`src/rtl/mult_pkg.sv`:
```
// Shared types and constants for the iterative shift-add multiplier.
package mult_pkg;

    localparam int unsigned MULT_W    = 32;
    localparam int unsigned MULT_ITER = 32;
    localparam int unsigned CNT_W     = 6;

    typedef enum logic [1:0] {
        IDLE = 2'd0,
        BUSY = 2'd1,
        SIGN = 2'd2
    } mult_state_t;

endpackage

```
`src/rtl/mult_if.sv`:
```
// Controller <-> multiplier signal bundle: start/operands, MTHI/MTLO writes, status and HI/LO.
interface mult_if;

    logic        startmult;
    logic        multsign;
    logic [31:0] srca;
    logic [31:0] srcb;
    logic        hi_we;
    logic        lo_we;
    logic [31:0] wdata;
    logic        busy;
    logic        done;
    logic [31:0] hi;
    logic [31:0] lo;

    modport master (
        output startmult, multsign, srca, srcb, hi_we, lo_we, wdata,
        input  busy, done, hi, lo
    );

    modport slave (
        input  startmult, multsign, srca, srcb, hi_we, lo_we, wdata,
        output busy, done, hi, lo
    );

endinterface

```
`src/rtl/mult_absval.sv`:
```
// Operand magnitude and sign; |0x80000000| wraps to 0x80000000, which is correct read as unsigned.
module mult_absval (
    input  logic [31:0] operand,
    input  logic        multsign,
    output logic [31:0] mag,
    output logic        neg
);

    always_comb begin
        neg = multsign & operand[31];
        mag = neg ? (~operand + 32'd1) : operand;
    end

endmodule

```
`src/rtl/mult_unit.sv`:
```
// Iterative 32x32 shift-add multiplier with HI/LO registers (MTHI/MTLO writable in IDLE).
// Optional macro MULT_EARLY_TERM_EN ends BUSY once the remaining multiplier is zero.
module mult_unit
    import mult_pkg::*;
(
    input  logic   clk,
    input  logic   reset,
    mult_if.slave  bus
);

    mult_state_t           state;
    logic [2*MULT_W-1:0]   mcand;
    logic [2*MULT_W-1:0]   acc;
    logic [MULT_W-1:0]     mplier;
    logic [CNT_W-1:0]      count;
    logic                  res_neg;
    logic [MULT_W-1:0]     hi_r;
    logic [MULT_W-1:0]     lo_r;
    logic                  done_r;

    logic [MULT_W-1:0]     mag_a;
    logic [MULT_W-1:0]     mag_b;
    logic                  neg_a;
    logic                  neg_b;

    logic [2*MULT_W-1:0]   acc_next;
    logic [MULT_W-1:0]     mplier_next;
    logic [2*MULT_W-1:0]   result;
    logic                  last_step;

    mult_absval u_abs_a (
        .operand  (bus.srca),
        .multsign (bus.multsign),
        .mag      (mag_a),
        .neg      (neg_a)
    );

    mult_absval u_abs_b (
        .operand  (bus.srcb),
        .multsign (bus.multsign),
        .mag      (mag_b),
        .neg      (neg_b)
    );

    always_comb begin
        acc_next    = acc + (mplier[0] ? mcand : '0);
        mplier_next = mplier >> 1;
        result      = res_neg ? (~acc + 64'd1) : acc;
`ifdef MULT_EARLY_TERM_EN
        last_step   = (mplier_next == '0) || (count == CNT_W'(MULT_ITER - 1));
`else
        last_step   = (count == CNT_W'(MULT_ITER - 1));
`endif
    end

    always_ff @(posedge clk or posedge reset) begin
        if (reset) begin
            state   <= IDLE;
            mcand   <= '0;
            acc     <= '0;
            mplier  <= '0;
            count   <= '0;
            res_neg <= 1'b0;
            hi_r    <= '0;
            lo_r    <= '0;
            done_r  <= 1'b0;
        end else begin
            done_r <= 1'b0;
            case (state)
                IDLE: begin
                    // MTHI/MTLO and a start in the same cycle both act; the product overwrites later.
                    if (bus.hi_we) hi_r <= bus.wdata;
                    if (bus.lo_we) lo_r <= bus.wdata;
                    if (bus.startmult) begin
                        mcand   <= {{MULT_W{1'b0}}, mag_a};
                        mplier  <= mag_b;
                        acc     <= '0;
                        count   <= '0;
                        res_neg <= neg_a ^ neg_b;
                        state   <= BUSY;
                    end
                end
                BUSY: begin
                    acc    <= acc_next;
                    mcand  <= mcand << 1;
                    mplier <= mplier_next;
                    count  <= count + CNT_W'(1);
                    if (last_step) state <= SIGN;
                end
                SIGN: begin
                    {hi_r, lo_r} <= result;
                    done_r       <= 1'b1;
                    state        <= IDLE;
                end
                default: state <= IDLE;
            endcase
        end
    end

    assign bus.busy = (state != IDLE);
    assign bus.done = done_r;
    assign bus.hi   = hi_r;
    assign bus.lo   = lo_r;

endmodule
```
`src/flat_wrapper.sv`:
```
// flat-port wrapper written by rule: the top's interface ports become plain ports
module mult_unit_flat import mult_pkg::*;
  (clk, reset, bus_startmult, bus_multsign, bus_srca, bus_srcb, bus_hi_we, bus_lo_we, bus_wdata, bus_busy, bus_done, bus_hi, bus_lo);
  mult_if bus_i ();
  input  logic clk;
  input  logic reset;
  input wire logic [$bits(bus_i.startmult)-1:0] bus_startmult;
  input wire logic [$bits(bus_i.multsign)-1:0] bus_multsign;
  input wire logic [$bits(bus_i.srca)-1:0] bus_srca;
  input wire logic [$bits(bus_i.srcb)-1:0] bus_srcb;
  input wire logic [$bits(bus_i.hi_we)-1:0] bus_hi_we;
  input wire logic [$bits(bus_i.lo_we)-1:0] bus_lo_we;
  input wire logic [$bits(bus_i.wdata)-1:0] bus_wdata;
  output wire logic [$bits(bus_i.busy)-1:0] bus_busy;
  output wire logic [$bits(bus_i.done)-1:0] bus_done;
  output wire logic [$bits(bus_i.hi)-1:0] bus_hi;
  output wire logic [$bits(bus_i.lo)-1:0] bus_lo;
  assign bus_i.startmult = bus_startmult;
  assign bus_i.multsign = bus_multsign;
  assign bus_i.srca = bus_srca;
  assign bus_i.srcb = bus_srcb;
  assign bus_i.hi_we = bus_hi_we;
  assign bus_i.lo_we = bus_lo_we;
  assign bus_i.wdata = bus_wdata;
  assign bus_busy = bus_i.busy;
  assign bus_done = bus_i.done;
  assign bus_hi = bus_i.hi;
  assign bus_lo = bus_i.lo;
  mult_unit u_core (.clk(clk), .reset(reset), .bus(bus_i));
endmodule
```
`config.mk`:
```
export PLATFORM = sky130hd
export DESIGN_NAME = mult_unit_flat
export DESIGN_NICKNAME = d
export VERILOG_FILES = /design/src/rtl/mult_pkg.sv /design/src/rtl/mult_if.sv /design/src/rtl/mult_absval.sv /design/src/rtl/mult_unit.sv /design/src/flat_wrapper.sv
export SDC_FILE = /design/constraint.sdc
export NUM_CORES = 1
export LEC_CHECK = 0
export CAP_MARGIN = 20
export CORE_MARGIN = 4
export CORE_UTILIZATION = 35
export CTS_CLUSTER_SIZE = 16
export DETAILED_ROUTE_END_ITERATION = 12
export PLACE_DENSITY = 0.64
export SKIP_CTS_REPAIR_TIMING = 1
export SLEW_MARGIN = 20
export SYNTH_ARGS = -nofsm -noshare
export SYNTH_HDL_FRONTEND = slang
export SYNTH_SLANG_ARGS = --single-unit
```
`constraint.sdc`:
```
create_clock -name clk -period 11.9 [get_ports clk]
set_clock_uncertainty 0.05 [all_clocks]
set_input_delay 2.975 -clock clk [delete_from_list [all_inputs] [get_ports clk]]
set_output_delay 2.975 -clock clk [all_outputs]
set_load 0.01 [all_outputs]
```
After elaboration in Yosys (flattened, before gate mapping). Cells that the tools add are included.

Register bits after elaboration: 234. Input port bits: 102. Word-level logic and storage cells: 56.

Add/sub/neg operators: 5. Eq/ne operators: 7. Mux-type cells: 20. Bitwise operators: 6. Reduce and logical (&&, ||, !) cells: 9.

Operators by type and width (count): $mux 64 (4); $pmux 64 s2 (2); $pmux 32 s2 (3); $mux 32 (5); $add 32x1->32 const B (2); $add 64x1->64 const B (1); $add 64x64->64 (1); $not 32->32 (2); $not 64->64 (1); $pmux 6 s2 (1); $reduce_and 2->1 (5); $add 6x1->6 const B (1); $eq 6x5->1 const B (1); $mux 6 (1); $ne 2x2->1 const B (3); $reduce_bool 2->1 (3); $mux 2 (2); $pmux 2 s2 (1); $and 1x1->1 (2); $eq 2x1->1 const B (1); $eq 2x2->1 const B (1); $logic_not 2->1 (1); $ne 2x1->1 const B (1); $mux 1 (1); $xor 1x1->1 (1).

Logic depth before layout (Yosys ltp). Gate-level depths: netlist of run 1.

Depth after elaboration: 5. Depth in mapped cells: 17. Gate-level depth less buffers: 15.

By module. A second synthesis of run 1 with hierarchy kept.

Cells, all modules: 2001. Area, all modules: 16294.4 µm².

By module, submodules not included: mult_unit (times used 1, cells each 1789, area an instance 14880.5 µm²); mult_absval (times used 2, cells each 106, area an instance 706.9 µm²).

Worst setup path after synthesis of run 1. Ideal clock, no wire load.

Kind: in2reg. Start: input bus_srcb[8]. End: register u_core.mplier[28]. Arrival time: 4.983 ns. Path slack: 6.734 ns. Stages on the path: 8. Path buffers: 0. Path through: nor4_1 > nand3_1 > nor4_1 > nand3b_1 > o41ai_1 > o21ai_0 > xnor2_1 > o21ai_0.

Longest elaborated chain between the ends: 5.

Ends and longest elaborated chain: from (decl) (RTL line flat_wrapper.sv:10) `input wire logic [$bits(bus_i.srcb)-1:0] bus_srcb;`; $not 32->32 (RTL line mult_absval.sv:11) `mag = neg ? (~operand + 32'd1) : operand;`; $add 32x1->32 (RTL line mult_absval.sv:11); $mux 32 (RTL line mult_absval.sv:11); $mux 32 (RTL line mult_unit.sv:74) `if (bus.startmult) begin`; $pmux 32 s2 (RTL line mult_unit.sv:69) `case (state)`; to (signal assigned) (RTL line mult_unit.sv:76) `mplier <= mag_b;`; to (signal assigned) (RTL line mult_unit.sv:86) `mplier <= mplier_next;`; to (decl) (RTL line mult_unit.sv:14) `logic [MULT_W-1:0] mplier;`.

No other way between the ends. The select of a mux whose other input is x is not followed. A chain may end at the register's enable or synchronous reset.

Worst setup path after layout of run 1.
Start: input bus_srcb[6]. End: register u_core.mplier[28].

The elaborated chain is that of the path after synthesis.

==> metrics.md, run 1 <==
| Metric | Value |
|---|---|
| Outcome | `complete, no violations` |
| Power share of the combinational group | `0.451` |
| CTS tree | `built` |
| Vias in the first global route | `13950` |
| Antenna Nets Post-Route | `0` |
| Switching part of the total | `0.4187` |
| Worst r2r path cells | `16` |
| Actual slew at the worst max-slew pin | `0.8911 ns` |
| Worst min path class | `reg -> reg` |
| Synth Flop Type | `dfrtp_1` |
| PwrDens | `222.4 nW/µm²` |
| Total Negative Setup Slacks | `0 ns` |
| DIE AREA | `48580 µm²` |
| Mean Syn Cell Area | `8.346 µm²` |
| Slew Limit Fails | `0` |
| GRT Total Usage | `0.1917` |
| Post-synth EDFFs | `0` |
| Final Hold Fails | `0` |
| Clk root buf | `clkbuf_16` |
| Starting Density | `0.3556` |
| CP max stage delay | `0.82 ns` |
| Req. time, crit path | `12.26 ns` |
| Max-cap violations | `0` |
| Synth-to-layout area growth | `19.64%` |
| Multi-input gate area | `9479 µm²` |
| GR Overflow Total | `0` |
| Total core area | `44410 µm²` |
| # fillers | `4369` |
| Kind of start point of the critical path | `primary input` |
| Proportion of layout cells with a drive suffix above 1 | `0.04165` |
| Row count | `77` |
| Power consumption | `4202 µW` |
| Top-count cell post-synth | `o21ai_0` |
| Placed instance area | `17960 µm²` |
| Post-synthesis cell count | `1892` |
| FF+latch count, synth | `234` |
| Leading area contributor after synthesis | `dfrtp_1` |
| Top-area cell type share of the netlist area | `0.3708` |
| Cell variety after synth | `64` |
| Placed cells | `2560` |
| Met1 Resource Use GR | `0.2786` |
| Nets | `2169` |
| Pin count of the biggest net entering global routing | `97` |
| CP cell instances | `clkdlybuf4s50_1 -> nor4_1 -> nand3_1 -> nor4_1 -> nand3b_1 -> o41ai_1 -> o21ai_0 -> xnor2_1 -> o21ai_0` |
| DR iter-0 viols | `962` |
| Met2 GRT Util | `0.2997` |
| I/O pin count | `168` |
| P_int | `2442 µW` |
| Die width | `220.4 µm` |
| Initial antenna violation count | `2` |
| Net count after synthesis | `2062` |
| Skew-Pair Late Insertion Delay | `0.56 ns` |
| First-pass GRT wire length | `76020 µm` |
| # port buffers | `167` |
| Synth area leaders | `dfrtp_1 37%, o21ai_0 8.1%, nand2_1 6.0%` |
| FF+latch area | `5857 µm²` |
| Crit Path Class | `in -> reg` |
| Rel. slew slack | `0.3982` |
| Non-Filler Instances | `2609` |
| Clock power share | `0.209` |
| P_leak | `0.007723 µW` |
| DR WL/cell | `18.16 µm` |
| DRC | `0` |
| Max Root-Sink Buffers | `3` |
| Clock buffer count from CTS | `29` |
| Fraction of registers with async set/reset | `1.000` |
| Synthesis warning total | `0` |
| Placer's final routability congestion estimate | `0.9395` |
| Tmin final | `5.573 ns` |
| DR pass1 iterations | `5` |
| Sequential share of power | `0.340` |
| Psw | `1759 µW` |
| ANT cells | `0` |
| Seq/Total Area, Yosys | `0.3708` |
| Worst-path clk slew | `0.06 ns` |
| Max Clk Rate | `179.4 MHz` |
| Most Crowded Layer GR | `met2` |
| DP Worst Slack | `5.777 ns` |
| Vias per std cell | `5.468` |
| Num Clock Sinks | `234` |
| Hold path depth | `2` |
| Maximum VDD drop | `0.1192 mV` |
| Slowest-stage cell, CP | `o41ai_1` |
| Cell area after layout | `18890 µm²` |
| Post-layout worst setup margin | `6.327 ns` |
| Final WL | `47370 µm` |
| Max Fanout on Critical Path | `6` |
| HPWL Detailed | `35500 µm` |
| Fin crit share | `0.4683` |
| Met3 GRT Util | `0.03062` |
| CP Capture Type | `register` |
| Die height | `220.4 µm` |
| Worst EP arrival | `5.93 ns` |
| Via count | `14270` |
| # setup viols final | `0` |
| RSZ-0062 raised after global routing | `false` |
| Most instantiated cells after synthesis | `256 x o21ai_0, 253 x nand2_1, 234 x dfrtp_1, 132 x nor2_1, 119 x a21oi_1` |
| Synth Cell Area | `15790 µm²` |
| H-Tree Depth | `1` |
## critical path: cells and delay by family
kind | cells | cell delay, ns
buffers and inverters | 1 | 0.48
AO/OA/AOI/OAI | 3 | 1.15
AND/OR/NAND/NOR | 4 | 1.12
XOR/XNOR | 1 | 0.19
## flip-flops by register name, summed over array words and instances, names as in the netlist
signal	flops
u_core.state	2
u_core.bus.hi	32
u_core.bus.done	1
u_core.mplier	32
u_core.res_neg	1
u_core.count	6
u_core.bus.lo	32
u_core.mcand	64
u_core.acc	64
## layout by cell type, fill, tap and decap left out, types with 16 or more instances in the layout
| cell type | n |
|---|---|
| or3_1 | 20 |
| nor3_1 | 17 |
| a21oi_1 | 119 |
| o31ai_1 | 46 |
| dfrtp_1 | 233 |
| inv_1 | 26 |
| ha_1 | 67 |
| clkdlybuf4s50_1 | 167 |
| xor2_1 | 78 |
| and2_1 | 70 |
| nand3_1 | 42 |
| a22oi_1 | 65 |
| xnor2_1 | 103 |
| o21ai_0 | 256 |
| nor2_1 | 131 |
| o41ai_1 | 16 |
| a21o_1 | 39 |
| nor4_1 | 16 |
| clkbuf_16 | 29 |
| nand2_1 | 252 |
## power groups by stage
stage | clock, µW | combinational, µW | sequential, µW
6_report | 879 | 1890 | 1430
4_1_cts | 903 | 1890 | 1420
3_5_place_dp | 0 | 1880 | 1430
5_1_grt | 931 | 2130 | 1470
2_1_floorplan | 0 | 1340 | 1330
3_3_place_gp | 0 | 1860 | 1420
## cell type report
type                    instances  share of cell area
clock buffers                  40             0.04272
clock inverters                 9            0.006755
inverters                      28            0.005960
multi-input cells            1526              0.5017
flip-flops and latches        234              0.3100
well taps                     592             0.03921
repair buffers                180             0.09364
## cells by family after synthesis
logic type	Yosys count	synth area share
xor gates and xnor gates	181	0.1004
AOI/OAI and AO/OA	639	0.2496
muxes	7	0.004516
buffers and inverters	132	0.03138
and+or+nand+nor	631	0.1890
DFF	234	0.3708
adders and majority gates	68	0.05435
## through the flow
stage            util  hold slack, ns
2_1_floorplan       -          0.3979
3_3_place_gp   0.4043          0.4125
3_5_place_dp   0.4043          0.4160
4_1_cts        0.4254          0.4285
5_1_grt        0.4254          0.4507
6_report       0.4254          0.4241
## path summary, 6_finish.rpt
path / start / to / slack [ns]
hold / removal: u_core.bus.lo[4] / u_core.bus.lo[4] / 0.42
setup reg to reg: u_core.mplier[0] / u_core.acc[56] / 6.67
max in group asynchronous: reset / u_core.res_neg / 7.45
setup / recovery: bus_srcb[6] / u_core.mplier[28] / 6.33
min in group asynchronous: reset / u_core.bus.lo[9] / 2.89
hold reg to reg: u_core.bus.lo[4] / u_core.bus.lo[4] / 0.42
## metal layers
metal | part of all wire | wire length (µm)
met5 | 0.00057 | 27
met4 | 0.021 | 1015
met2 | 0.43 | 20490
met3 | 0.066 | 3133
met1 | 0.48 | 22700
No activity file was read; power rests on OpenSTA's default activity.
==> run 2: changes to the inputs <==
- PLACE_DENSITY: 0.64 -> 0.66
- clock period: 11.9 -> 4.55 ns (I/O delays scaled with it)
==> run 2 against run 1 <==
Utilization grew 0.30 points; sequential share of layout area is 0.21 points lower; flip-flop and latch count unchanged; final area is 0.72% higher; hold slack improved by 0.0029 ns; global-route usage decreased by 0.22 points; clock power rose to 2.7 times the previous value; count of clock-buffer cells in the layout fell by 2; worst setup slack lost 5.9 ns.
==> metrics.md, run 2 (same netlist as run 1, synthesis figures left out) <==
| Metric | Value |
|---|---|
| HPWL Detailed | `36180 µm` |
| Die width | `220.4 µm` |
| DIE AREA | `48580 µm²` |
| GRT Total Usage | `0.1896` |
| Vias in the first global route | `13820` |
| Max Fanout on Critical Path | `4` |
| Placer's final routability congestion estimate | `0.9357` |
| CP Capture Type | `register` |
| Fin crit share | `0.9068` |
| Nets | `2175` |
| Top Registers | `u_core.acc x64, u_core.mcand x64` |
| ANT cells | `0` |
| # setup viols final | `0` |
| PwrDens | `586.5 nW/µm²` |
| Final WL | `46970 µm` |
| Maximum VDD drop | `0.3526 mV` |
| Tmin final | `4.126 ns` |
| Max Clk Rate | `242.4 MHz` |
| Crit Path Class | `reg -> reg` |
| Worst min path class | `reg -> reg` |
| Cell area after layout | `19030 µm²` |
| Actual slew at the worst max-slew pin | `0.8813 ns` |
| # port buffers | `167` |
| Num Clock Sinks | `234` |
| Skew-Pair Late Insertion Delay | `0.56 ns` |
| Non-Filler Instances | `2618` |
| Kind of start point of the critical path | `register` |
| Placed cells | `2568` |
| DRC | `0` |
| Max-cap violations | `0` |
| P_leak | `0.007783 µW` |
| Rel. slew slack | `0.4109` |
| RSZ-0062 raised after global routing | `false` |
| Max Root-Sink Buffers | `3` |
| Die height | `220.4 µm` |
| Starting Density | `0.3556` |
| Final Hold Fails | `0` |
| CTS tree | `built` |
| DR WL/cell | `17.94 µm` |
| H-Tree Depth | `1` |
| Synth-to-layout area growth | `20.50%` |
| Outcome | `complete, no violations` |
| DR pass1 iterations | `5` |
| Req. time, crit path | `4.92 ns` |
| Placed instance area | `18050 µm²` |
| Antenna Nets Post-Route | `0` |
| GR Overflow Total | `0` |
| Clk root buf | `clkbuf_16` |
| Via count | `14370` |
| Slew Limit Fails | `0` |
| Worst-path clk slew | `0.07 ns` |
| Total core area | `44410 µm²` |
| I/O pin count | `168` |
| DR iter-0 viols | `1314` |
| Most common cell after layout, fill and taps aside | `o21ai_0` |
| Vias per std cell | `5.490` |
| First-pass GRT wire length | `75290 µm` |
| Initial antenna violation count | `4` |
| Proportion of layout cells with a drive suffix above 1 | `0.04738` |
| Row count | `77` |
| Total Negative Setup Slacks | `0 ns` |
| Worst EP arrival | `4.50 ns` |
| Most frequent cells in the layout | `256 x o21ai_0, 252 x nand2_1, 233 x dfrtp_1` |
| Clock buffer count from CTS | `27` |
| Pin count of the biggest net entering global routing | `95` |
-- run 2: changes by cell type in the layout (fill, tap and decap cells not counted), moves of 2 or more --
cell,previous run,this run
buf_4,13,18
buf_12,0,3
clkinv_2,4,1
clkbuf_1,7,5
clkbuf_16,29,27
clkbuf_8,4,6
clkinvlp_4,0,2
inv_6,1,3
-- run 2: layer usage --
metal  routed length, µm  vias up  global-route usage  share of wire
met5                  55        -                   0         0.0012
met4                1255        8             0.05694          0.027
met3                3344       73             0.03323          0.071
met2               19900      436              0.2852           0.42
met1               22410     6822              0.2786           0.48
li1                    -     7034                   -              -
-- run 2: path summary, 6_finish.rpt --
path	slack, ns	endpoint	start	cells past startpoint
max	0.42	u_core.acc[60]	u_core.mcand[0]	15
min reg2reg	0.43	u_core.bus.lo[2]	u_core.bus.lo[2]	2
min	0.43	u_core.bus.lo[2]	u_core.bus.lo[2]	2
min in group asynchronous	0.83	u_core.acc[10]	reset	2
max reg2reg	0.42	u_core.acc[60]	u_core.mcand[0]	15
max in group asynchronous	2.81	u_core.res_neg	reset	3
-- run 2: cell type report --
cell class	instances	area, µm²
inverters	28	108.9
repair buffers	188	1867
flip-flops and latches	234	5859
multi-input cells	1526	9485
well taps	592	740.7
clock buffers	38	777.0
clock inverters	12	190.2
fillers	4358	25390
-- run 2: where the power goes --
part           internal (µW)  total (µW)  switching, µW
clock                   1430        2360            930
combinational           2190        5060           2870
sequential              2840        3740            898
total                   6460       11200           4700
-- run 2: stage by stage --
stage | total power (µW) | hold WS, ns | setup WS (ns) | util
2_1_floorplan | 6982 | 0.3979 | 0.2986 | -
3_3_place_gp | 8675 | 0.4122 | 0.3196 | 0.4065
4_1_cts | 11150 | 0.4302 | 0.2561 | 0.4282
3_5_place_dp | 8763 | 0.4154 | 0.3101 | 0.4065
5_1_grt | 11980 | 0.4517 | 0.1058 | 0.4284
6_report | 11160 | 0.4270 | 0.4240 | 0.4284
-- run 2: critical path, cell delays in order (launching register included) --
cell      delay (ns)
dfrtp_1         0.38
and2_1          0.15
ha_1            0.19
inv_1           0.06
fa_1            0.41
nor2b_1         0.18
a221o_1         0.18
a21oi_1         0.12
o211a_1         0.31
nor4_1          0.36
a21boi_0        0.23
o31ai_2         0.45
a21oi_1         0.22
o41ai_1         0.46
xnor2_1         0.16
o21ai_0         0.08
